===== config.mk =====
export PLATFORM = sky130hd
export DESIGN_NAME = imem_port_arbiter
export DESIGN_NICKNAME = d
export VERILOG_FILES = /design/src/rtl/imem_port_arbiter_pkg.sv /design/src/rtl/imem_port_arbiter_streak.sv /design/src/rtl/imem_port_arbiter.sv
export SDC_FILE = /design/constraint.sdc
export NUM_CORES = 1
export LEC_CHECK = 0
export BUFFER_PORTS_ARGS = -buffer_cell sky130_fd_sc_hd__buf_2
export CORE_AREA = 2 2 98 100
export CTS_CLUSTER_DIAMETER = 150
export CTS_CLUSTER_SIZE = 10
export DETAILED_ROUTE_END_ITERATION = 8
export DIE_AREA = 0 0 100 102
export GPL_ROUTABILITY_DRIVEN = 0
export GPL_TIMING_DRIVEN = 0
export PLACE_DENSITY = 0.54
export SLEW_MARGIN = 20
export SYNTH_ARGS = -nofsm -noshare
export SYNTH_HDL_FRONTEND = slang
export SYNTH_SLANG_ARGS = --single-unit

===== constraint.sdc =====
create_clock -name clk -period 2.3 [get_ports clk]
set_input_delay 0.345 -clock clk [delete_from_list [all_inputs] [get_ports clk]]
set_output_delay 0.345 -clock clk [all_outputs]
set_load 0.03 [all_outputs]

===== src/rtl/imem_port_arbiter_pkg.sv =====
// Shared constants and types for the instruction/BIOS memory port arbiter.
// Holds the data width, default memory address width and read-owner encoding.
package imem_port_arbiter_pkg;

  localparam int XLEN        = 32;
  localparam int IMEM_ADDR_W = 12;
  localparam int STREAK_W    = 4;

  typedef enum logic [1:0] {
    OWN_NONE  = 2'd0,
    OWN_FETCH = 2'd1,
    OWN_DATA  = 2'd2
  } owner_e;

endpackage


===== src/rtl/imem_port_arbiter_streak.sv =====
// Saturating count of consecutive data grants taken while fetch is waiting.
// at_max tells the arbiter to hand the next slot to fetch.
module arb_streak_counter
  import imem_port_arbiter_pkg::*;
#(
  parameter int MAX = 3
) (
  input  logic clk,
  input  logic rst,
  input  logic inc,
  input  logic clr,
  output logic at_max
);

  localparam logic [STREAK_W-1:0] MAX_L = STREAK_W'(MAX);
  localparam logic [STREAK_W-1:0] SAT_L = {STREAK_W{1'b1}};

  logic [STREAK_W-1:0] streak_q;
  logic [STREAK_W-1:0] streak_d;

  // Next streak value: clear wins over increment, increment saturates.
  always_comb begin
    streak_d = streak_q;
    if (clr) begin
      streak_d = {STREAK_W{1'b0}};
    end else if (inc && (streak_q != SAT_L)) begin
      streak_d = streak_q + {{(STREAK_W-1){1'b0}}, 1'b1};
    end else begin
      streak_d = streak_q;
    end
  end

  // Streak register.
  always_ff @(posedge clk) begin
    if (rst) begin
      streak_q <= {STREAK_W{1'b0}};
    end else begin
      streak_q <= streak_d;
    end
  end

  assign at_max = (streak_q == MAX_L);

endmodule


===== src/rtl/imem_port_arbiter.sv =====
// Shares the single synchronous-read IMEM/BIOS port between fetch and the data path.
// Optional performance counters are built when ARB_PERF_CNT_EN is defined.
module imem_port_arbiter
  import imem_port_arbiter_pkg::*;
#(
  parameter int ADDR_W     = IMEM_ADDR_W,
  parameter int MAX_STREAK = 3
) (
  input  logic              clk,
  input  logic              rst,
  input  logic              f_req,
  input  logic [XLEN-1:0]   f_addr,
  output logic              f_rvalid,
  output logic [XLEN-1:0]   f_rdata,
  output logic              stallF,
  input  logic              d_req,
  input  logic              d_we,
  input  logic [XLEN-1:0]   d_addr,
  input  logic [XLEN-1:0]   d_wdata,
  input  logic [3:0]        d_wmask,
  output logic              d_rvalid,
  output logic [XLEN-1:0]   d_rdata,
  output logic              d_stall,
  output logic              mem_en,
  output logic [3:0]        mem_we,
  output logic [ADDR_W-1:0] mem_addr,
  output logic [XLEN-1:0]   mem_wdata,
  input  logic [XLEN-1:0]   mem_rdata
`ifdef ARB_PERF_CNT_EN
  ,
  output logic [31:0]       perf_conflict,
  output logic [31:0]       perf_fstall
`endif
);

  logic   gnt_fetch;
  logic   gnt_data;
  logic   at_max;
  owner_e owner_q;
  owner_e owner_d;

  arb_streak_counter #(
    .MAX(MAX_STREAK)
  ) u_streak (
    .clk   (clk),
    .rst   (rst),
    .inc   (gnt_data & f_req),
    .clr   (gnt_fetch | ~f_req),
    .at_max(at_max)
  );

  // Grant: data by default, fetch once the data streak has reached its limit.
  always_comb begin
    gnt_fetch = 1'b0;
    gnt_data  = 1'b0;
    if (rst) begin
      gnt_fetch = 1'b0;
      gnt_data  = 1'b0;
    end else if (d_req && !(f_req && at_max)) begin
      gnt_data = 1'b1;
    end else if (f_req) begin
      gnt_fetch = 1'b1;
    end else begin
      gnt_fetch = 1'b0;
      gnt_data  = 1'b0;
    end
  end

  // Memory port mux and read-owner selection for the winner.
  always_comb begin
    mem_en    = 1'b0;
    mem_we    = 4'b0000;
    mem_addr  = {ADDR_W{1'b0}};
    mem_wdata = {XLEN{1'b0}};
    owner_d   = OWN_NONE;
    if (gnt_data) begin
      mem_en   = 1'b1;
      mem_addr = d_addr[ADDR_W+1:2];
      if (d_we) begin
        mem_we    = d_wmask;
        mem_wdata = d_wdata;
      end else begin
        owner_d = OWN_DATA;
      end
    end else if (gnt_fetch) begin
      mem_en   = 1'b1;
      mem_addr = f_addr[ADDR_W+1:2];
      owner_d  = OWN_FETCH;
    end else begin
      owner_d = OWN_NONE;
    end
  end

  // Remembers who owns the read data returning next cycle.
  always_ff @(posedge clk) begin
    if (rst) begin
      owner_q <= OWN_NONE;
    end else begin
      owner_q <= owner_d;
    end
  end

  assign stallF  = f_req & ~gnt_fetch;
  assign d_stall = d_req & ~gnt_data;

  // rst also masks the read in flight so nothing is delivered during reset.
  assign f_rvalid = (owner_q == OWN_FETCH) && !rst;
  assign d_rvalid = (owner_q == OWN_DATA) && !rst;
  assign f_rdata  = f_rvalid ? mem_rdata : {XLEN{1'b0}};
  assign d_rdata  = d_rvalid ? mem_rdata : {XLEN{1'b0}};

`ifdef ARB_PERF_CNT_EN
  logic [31:0] perf_conflict_q;
  logic [31:0] perf_fstall_q;

  // Collision and fetch-stall cycle counters, wrapping at 2^32.
  always_ff @(posedge clk) begin
    if (rst) begin
      perf_conflict_q <= 32'd0;
      perf_fstall_q   <= 32'd0;
    end else begin
      perf_conflict_q <= perf_conflict_q + {31'd0, (f_req & d_req)};
      perf_fstall_q   <= perf_fstall_q + {31'd0, stallF};
    end
  end

  assign perf_conflict = perf_conflict_q;
  assign perf_fstall   = perf_fstall_q;
`endif

  logic unused_addr_bits;
  assign unused_addr_bits = ^{f_addr[XLEN-1:ADDR_W+2], f_addr[1:0],
                              d_addr[XLEN-1:ADDR_W+2], d_addr[1:0]};

endmodule


==> Yosys cells after proc, flatten, opt, wreduce, memory -nomap -nowiden <==
Index checks and enable logic that the tools add are counted.
{ "totals": {"regBits": 6, "input_bits": 137, "output_inout_bits": 117} }
{ "classes": {"addsub": 1, "n_eq_ne": 4, "mux": 18, "n_bitwise": 7, "reduce_logical": 8} }
{ "ops": {"columns": ["cell", "n"], "rows": [
  ["2-to-1 mux 32 bit", 4],
  ["2-to-1 mux 12 bit", 2],
  ["2-to-1 mux 1 bit", 8],
  ["2-to-1 mux 4 bit", 2],
  ["logical AND 1 bit", 5],
  ["adder 4 x 1 -> 4 bit (second input constant)", 1],
  ["equality test 4 x 2 -> 1 bit (second input constant)", 1],
  ["2-to-1 mux 2 bit", 2],
  ["!= test 4 bit (second input constant)", 1],
  ["bitwise AND 1 bit", 3],
  ["inverter 1 bit", 3],
  ["equality test 2 x 1 -> 1 bit (second input constant)", 1],
  ["equality test 2 bit (second input constant)", 1],
  ["logical NOT 1 bit", 2],
  ["OR reduction 2 bit", 1],
  ["OR 1 bit", 1]
]} }

==> Longest topological paths before layout <==
Gate-level depths: netlist of run 1.
{ "depth": {"word_depth": 8, "mapped_depth": 6, "ltp_nobuf": 4} }

==> Cells and area by module <==
A second synthesis of run 1 with hierarchy kept.
{ "hier_totals": {"hier_cells": 233, "area_unflattened_um2": 1581.5} }
{ "by_module_without_submodules": {"columns": ["module", "n_inst", "cells_each", "area_per_inst_um2"], "rows": [
  ["imem_port_arbiter", 1, 209, 1378.8],
  ["arb_streak_counter", 1, 24, 202.7]
]} }

==> Least setup slack after synthesis of run 1 <==
Ideal clock, no wire load.
{ "synth_timing": {"kind": "flip-flop to output port", "from": "register u_streak.streak_q[0]", "to": "output mem_addr[10]", "t_arrival_ns": 1.611, "required_ns": 1.955, "setup_slack_ns": 0.344, "path_stages_with_launch": 7, "n_path_buf": 2, "path_cell_list": "dfxtp_1 -> ha_1 -> buf_6 -> or3b_4 -> a21oi_4 -> buf_6 -> a22o_2"} }
{ "synth_via": {"elab_chain_len": 8} }
{ "synth_lines": {"columns": ["element", "line", "rtl"], "rows": [
  ["start, declared", "imem_port_arbiter_streak.sv:18", "logic [STREAK_W-1:0] streak_q;"],
  ["start signal, assigned", "imem_port_arbiter_streak.sv:36", "streak_q <= {STREAK_W{1'b0}};"],
  ["start signal, assigned", "imem_port_arbiter_streak.sv:38", "streak_q <= streak_d;"],
  ["equality test 4 x 2 -> 1 bit (*)", "imem_port_arbiter_streak.sv:42", "assign at_max = (streak_q == MAX_L);"],
  ["logical AND 1 bit (*)", "imem_port_arbiter.sv:59", "end else if (d_req && !(f_req && at_max)) begin"],
  ["logical NOT 1 bit (*)", "imem_port_arbiter.sv:59", null],
  ["logical AND 1 bit (*)", "imem_port_arbiter.sv:59", null],
  ["2-to-1 mux 1 bit", "imem_port_arbiter.sv:59", null],
  ["2-to-1 mux 1 bit", "imem_port_arbiter.sv:56", "if (rst) begin"],
  ["2-to-1 mux 12 bit", "imem_port_arbiter.sv:85", "end else if (gnt_fetch) begin"],
  ["2-to-1 mux 12 bit (*)", "imem_port_arbiter.sv:76", "if (gnt_data) begin"],
  ["end, declared", "imem_port_arbiter.sv:26", "output logic [ADDR_W-1:0] mem_addr,"]
]} }
Every way passes the cells marked *; elsewhere a longest branch is shown, timed or not.

==> Final worst setup path of run 1 <==
{ "layout_timing": {"from": "register u_streak.streak_q[0]", "to": "output mem_addr[1]"} }
The elaborated chain is that of the path after synthesis.

==> results of run 1 <==
metrics by stage:
step / utilization (%) / cells / area [um2] / worst slack, ns
detailed placement: 26.3 / 489 / 2390 / 0.0846
floorplan: - / 165 / 1190 / 0.344
CTS: 27.0 / 493 / 2450 / 0.000215
finish: 28.7 / 501 / 2620 / 0.0947
global route: 28.7 / 501 / 2620 / 0.00672
global placement: 26.3 / 489 / 2390 / 0.102
cell families after synthesis:
logic type | after synthesis
AND/OR/NAND/NOR | 121
AO/OA/AOI/OAI | 21
adder cells (fa/ha/maj) | 1
buffers and inverters | 15
multiplexers | 1
flip-flops | 6
layout by cell type, fill, tap and decap left out, drive strengths merged:
| cell | instances |
|---|---|
| a21bo | 1 |
| a21o | 1 |
| a21oi | 2 |
| a22o | 12 |
| a311oi | 1 |
| a31oi | 3 |
| and2 | 101 |
| and2b | 1 |
| and3 | 1 |
| buf | 227 |
| clkbuf | 12 |
| dfxtp | 6 |
| ha | 1 |
| inv | 1 |
| mux2i | 1 |
| nand2b | 3 |
| nand3 | 1 |
| nand3b | 2 |
| nand4 | 1 |
| nor2 | 5 |
| nor2b | 1 |
| nor3 | 1 |
| nor3b | 3 |
| o21ai | 1 |
| or3b | 1 |
power by group through the flow:
stage | clock network, mW | logic, mW | registers [mW]
6_report | 0.154 | 0.342 | 0.108
5_1_grt | 0.170 | 0.367 | 0.108
4_1_cts | 0.161 | 0.321 | 0.109
3_5_place_dp | 0 | 0.317 | 0.110
3_3_place_gp | 0 | 0.314 | 0.110
2_1_floorplan | 0 | 0.177 | 0.110
per-layer routing:
layer  up-vias  share of wire (%)
li1        986                  -
met2        81                 54
met1       855                 39
met3         0                7.1
met5         -                  0
met4         0                  0
critical path, cell delays in order, from the launching register on:
cell	delay [ns]
dfxtp_4	0.36
ha_4	0.13
buf_6	0.11
or3b_4	0.39
a21oi_4	0.22
buf_6	0.13
a22o_1	0.10
buf_2	0.20
path summary, 6_finish.rpt:
path | cells past startpoint | startpoint | slack [ns] | end
setup / recovery | 7 | u_streak.streak_q[0] | 0.09 | mem_addr[1]
hold / removal | 3 | d_we | 0.45 | owner_q[1]
setup reg to reg | 7 | u_streak.streak_q[0] | 0.71 | owner_q[0]
hold reg to reg | 2 | u_streak.streak_q[0] | 0.54 | u_streak.streak_q[0]
timing repair:
action	4_1_cts	5_1_grt
cloned	0	1
pin swaps	2	2
buffers inserted	1	7
resized for setup	4	41
endpoints found under the setup margin	40	102
final cells by class:
type	instances	area [um2]	area share [%]
timing repair buffer	222	1210	46.2
multi-input combinational	144	1020	38.8
tap	111	139	5.31
sequential	6	128	4.88
buffer	14	80.1	3.06
clock buffer	3	41.3	1.58
inverter	1	3.75	0.143
registers in the layout, indices dropped and copies added (netlist names):
| signal | flops |
|---|---|
| u_streak.streak_q | 4 |
| owner_q | 2 |
==> impl_results.md, run 1 <==
- Residual DRC: 0
- Critical path endpoint category: output pin
- Synth Instances: 165
- Global route hottest layer: met2
- Root Driver: clkbuf_8
- Critical setup path kind: register to output pin
- Via Count: 1922
- Share of the synthesized area in the top cell type: 51.1%
- Worst Hold Class: primary input to register
- RSZ-0062 raised after global routing: false
- Worst path arrival time: 1.86 ns
- Post-Route WL: 5310 um
- Layout cell share with drive strength beyond 1: 65.6%
- Req. time, crit path: 1.96 ns
- Most common cell in the netlist: and2_1
- Cell variety after synth: 31
- Die ar.: 0.0102 mm2
- CTS Buf Count: 3
- Total power: 0.604 mW
- Synth area leader: and2_1
- Yosys warns: 0
- Hpwl dp: 4500 um
- Least-Margin Pin Slew: 0.384 ns
- CP Launch Type: register
- Peak supply drop: 0.165 mV
- PortBufs: 213
- Netlist Area Pre-Place: 0.00119 mm2
- Hold Buf Count CTS: 0
- Register bit count reported by yosys: 6
- Met2 Use GR: 15.9%
- MaxCap Viol Count: 0
- Max Fclk: 453 MHz
- Final ANT Viol Nets: 0
- Initial antenna violation count: 0
- WL per Instance: 10.6 um
- Drt first pass iters: 4
- Mux cell area share after synthesis: 0.842%
- Top FF cell, synth: dfxtp_1
- Fin nets: 530
- Clock Sinks: 6
- Seq/Total Area, Yosys: 10.1%
- Fraction of registers with async set/reset: 0%
- Filler cell count: 1015
- First-pass GRT wire length: 7280 um
- Global Route met3 Usage: 2.46%
- Tcrit/Tclk final: 95.9%
- Net Count, Synth: 303
- Clk pwr share: 25.5%
- Core ar.: 0.00911 mm2
- Largest family of logic cells by synthesized area: simple AND/OR/NAND/NOR gates
- Iteration-0 DRC Markers: 27
- DIE WIDTH: 100 um
- EDFF count, synth: 0
- GRT Util Overall: 8.59%
- Status: completed
- H-Tree Depth: 1
- # setup viols final: 0
- Clock transition at path regs: 0.04 ns
- Final hold vios: 0
- Slew headroom: 74.3%
- # rows: 35
- Post-Synth Simple-Gate Area: 63.9%
- Post-Synth Adder-Cell Area: 1.05%
- CTS tree: built
- Mean Syn Cell Area: 7.20 um2
- Crit-path max FO: 5
- Post-Synth XOR/XNOR Area: 0%
- Cell Int Power: 0.370 mW
- Pwr/cell area: 231 mW/mm2
- Clk buf depth: 2
- Sequential power share: 17.8%
- Switching part of the total power: 38.7%
- Top cells by area, synth: and2_1 (51%), dfxtp_1 (10%), a22o_2 (7.6%), and2_2 (2.5%), a311oi_4 (2.2%)
- Die H: 102 um
- Syn-to-layout area delta: 120%
- N_diodes: 0
- Initial Utilization: 13.0%
- Total grt overflow: 0
- Vias in the first global route: 1652
- Min Tclk post-route: 2.21 ns
- Worst skew pair latency: 0.22 ns
- Hold_ws: 0.449 ns
- Vias per cell: 3.84
- Largest net degree at the start of global routing: 11
- Commonest cells post-synth: and2_1 (97), a22o_2 (9), clkbuf_1 (6), dfxtp_1 (6), nor2_1 (5)
- Leak pwr: 1.62 nW
- Met1 Track Usage GR: 10.4%
- Max Slew Vio Count: 0
- Num ports: 254
- Switching pwr: 0.234 mW
- Combinational power share: 56.7%
- Final setup TNS: 0 ns
- Compound-cell area share of the yosys netlist: 17.3%
- Worst Skew: 0.00132 ns
(Power assumes the default switching activity.)
==> run 2: changes to the inputs <==
- REMOVE_ABC_BUFFERS: unset -> 1
==> run 2 against run 1 <==
Net effect:
- global-route usage is 1.5 points higher
- register-to-register slack better by 0.20 ns
- first-iteration DRC count is 22% higher
- clock power hardly changed
- sequential share of layout area is 0.088 points lower
- via count is 1.1% lower
- highest routed layer is now met4
- power is 1.1% lower
- critical path type unchanged
- clock skew is 0.0015 ns higher
- sequential power hardly changed
- utilization is 1.2 points lower
- non-clock buffer count is 15 lower
==> impl_results.md, run 2 (synthesis results as in run 1) <==
- Status: completed
- Drt first pass iters: 4 (unchanged)
- CP Launch Type: register
- Clk buf depth: 2 (unchanged)
- Initial Utilization: 13.0% (unchanged)
- Post-Layout Cell Count: 487 (-2.8%)
- Residual DRC: 0 (unchanged)
- Via Count: 1901 (-1.1%)
- Total grt overflow: 0 (unchanged)
- Initial antenna violation count: 0 (unchanged)
- PortBufs: 213 (unchanged)
- Least-Margin Pin Slew: 0.638 ns (+0.254 ns)
- Worst path arrival time: 1.88 ns (+0.02 ns)
- Clock Sinks: 6 (unchanged)
- H-Tree Depth: 1 (unchanged)
- Final setup TNS: 0 ns (unchanged)
- Sequential power share: 18.3% (+0.5 points)
- Max reg flops: 4 (unchanged)
- Worst Hold Class: primary input to register
- Most frequent cells in the layout: buf_2 (213), and2_1 (97), a22o_2 (9)
- Worst skew pair latency: 0.22 ns (about the same)
- Largest net degree at the start of global routing: 22 (+11)
- Leak pwr: 1.56 nW (-3.7%)
- Req. time, crit path: 1.96 ns (about the same)
- Die H: 102 um (unchanged)
- Commonest non-fill, non-tap cell in the layout: buf_2
- Max Fclk: 450 MHz (-0.73%)
- Switching part of the total power: 40.0% (+1.3 points)
- Register area: 120 um2 (-5.9%)
- Vias in the first global route: 1586 (-4.0%)
- # rows: 35 (unchanged)
- Core ar.: 0.00911 mm2 (unchanged)
- Combinational power share: 55.7% (-1.0 points)
- Hpwl dp: 4780 um (+6.2%)
- Peak supply drop: 0.175 mV (+6.1%)
- Critical setup path kind: register to output pin
- Clk pwr share: 26.0% (+0.5 points)
- Critical path endpoint category: output pin
- Post-Route WL: 6010 um (+13%)
- MaxCap Viol Count: 0 (unchanged)
- Crit-path max FO: 13 (+8)
- Die ar.: 0.0102 mm2 (unchanged)
- Tcrit/Tclk final: 96.6% (+0.70 points)
- Root Driver: clkbuf_8
- RSZ-0062 raised after global routing: true
- # setup viols final: 0 (unchanged)
- Final Util: 27.5% (-1.2 points)
- Footprint of the multi-input gates: 0.00105 mm2 (+3.7%)
- First-pass GRT wire length: 8140 um (+12%)
- CTS tree: built
- Final hold vios: 0 (unchanged)
- WL per Instance: 12.3 um (+16%)
- Fin nets: 516 (-2.6%)
- GRT Util Overall: 10.1% (+1.5 points)
- CTS Buf Count: 3 (unchanged)
- Worst Skew: 0.00286 ns (+0.00154 ns)
- Clock transition at path regs: 0.04 ns (about the same)
- Post-Place Cells: 477 (-2.5%)
- Layout cell share with drive strength beyond 1: 65.7% (about the same)
- Iteration-0 DRC Markers: 33 (+22%)
- Final ANT Viol Nets: 0 (unchanged)
- Cell Int Power: 0.358 mW (-3.2%)
- Final instance area: 0.00251 mm2 (-4.2%)
- Hold Buf Count CTS: 0 (unchanged)
- DIE WIDTH: 100 um (unchanged)
- Total power: 0.597 mW (-1.1%)
- Dpl cell area: 0.00235 mm2 (-1.9%)
- Switching pwr: 0.239 mW (+2.1%)
- Slew headroom: 57.3% (-17 points)
- Filler cell count: 1003 (-1.2%)
- Syn-to-layout area delta: 111%
- Vias per cell: 3.90 (+1.8%)
- Min Tclk post-route: 2.22 ns (+0.0161 ns)
- N_diodes: 0 (unchanged)
- Max Slew Vio Count: 0 (unchanged)
- Pwr/cell area: 238 mW/mm2 (+3.1%)
- Num ports: 254 (unchanged)
- Largest registers: u_streak.streak_q x4, owner_q x2
- Biggest register: u_streak.streak_q
[run 2: cell count changes in the layout (fill, tap and decap cells not counted), moves of 2 or more]
cell and change:
clkbuf_1 -6, buf_6 -15, dfxtp_1 +2, buf_12 +2, buf_4 -2, dfxtp_4 -2, clkbuf_2 -2, buf_2 +9
[run 2: repair_timing]
| action | CTS | global route |
|---|---|---|
| pin swaps | 3 | 0 |
| buffers inserted | 6 | 0 |
| gates resized for setup | 5 | 0 |
| endpoints found under the setup margin | 49 | 21 |
| gates cloned | 1 | 0 |
[run 2: routing by layer]
layer | global-route usage (%) | part of all wire, % | wire [um]
met5 | 0 | 0 | 0
met2 | 19.5 | 51 | 3070
met3 | 1.85 | 7.3 | 439
met1 | 11.8 | 41 | 2480
met4 | 1.58 | 0.32 | 19
[run 2: through the flow]
stage	worst slack [ns]	hold slack [ns]
after floorplan	-0.664	0.480
after global placement	-1.13	0.515
after detailed placement	-0.197	0.524
after CTS	0.0817	0.524
after global routing	-0.0340	0.540
final	0.0786	0.533
[run 2: final timing paths]
path	end	slack (ns)	depth (start not counted)	startpoint
setup / recovery	stallF	0.08	6	u_streak.streak_q[0]
hold reg to reg	u_streak.streak_q[1]	0.56	2	u_streak.streak_q[1]
setup reg to reg	owner_q[1]	0.91	4	u_streak.streak_q[0]
hold / removal	owner_q[0]	0.53	3	d_req
[run 2: final cells by class]
cell class | instances | share of cell area [%]
clock buffers | 3 | 1.65
inverters | 1 | 0.150
multi-input cells | 145 | 42.0
flip-flops and latches | 6 | 4.79
well taps | 111 | 5.54
repair buffers | 221 | 45.9
[run 2: power by group through the flow]
stage / Combinational [mW] / Sequential [mW] / Clock [mW]
floorplan: 0.171 / 0.110 / 0
global placement: 0.313 / 0.110 / 0
detailed placement: 0.318 / 0.111 / 0
CTS: 0.336 / 0.109 / 0.160
global route: 0.358 / 0.110 / 0.170
finish: 0.333 / 0.110 / 0.155
[run 2: worst max-delay path, stage by stage, from the launching register on]
cell and delay [ns]:
dfxtp_1 0.44, ha_4 0.18, or3b_4 0.38, a21oi_4 0.16
buf_12 0.15, and2b_1 0.18, buf_2 0.17
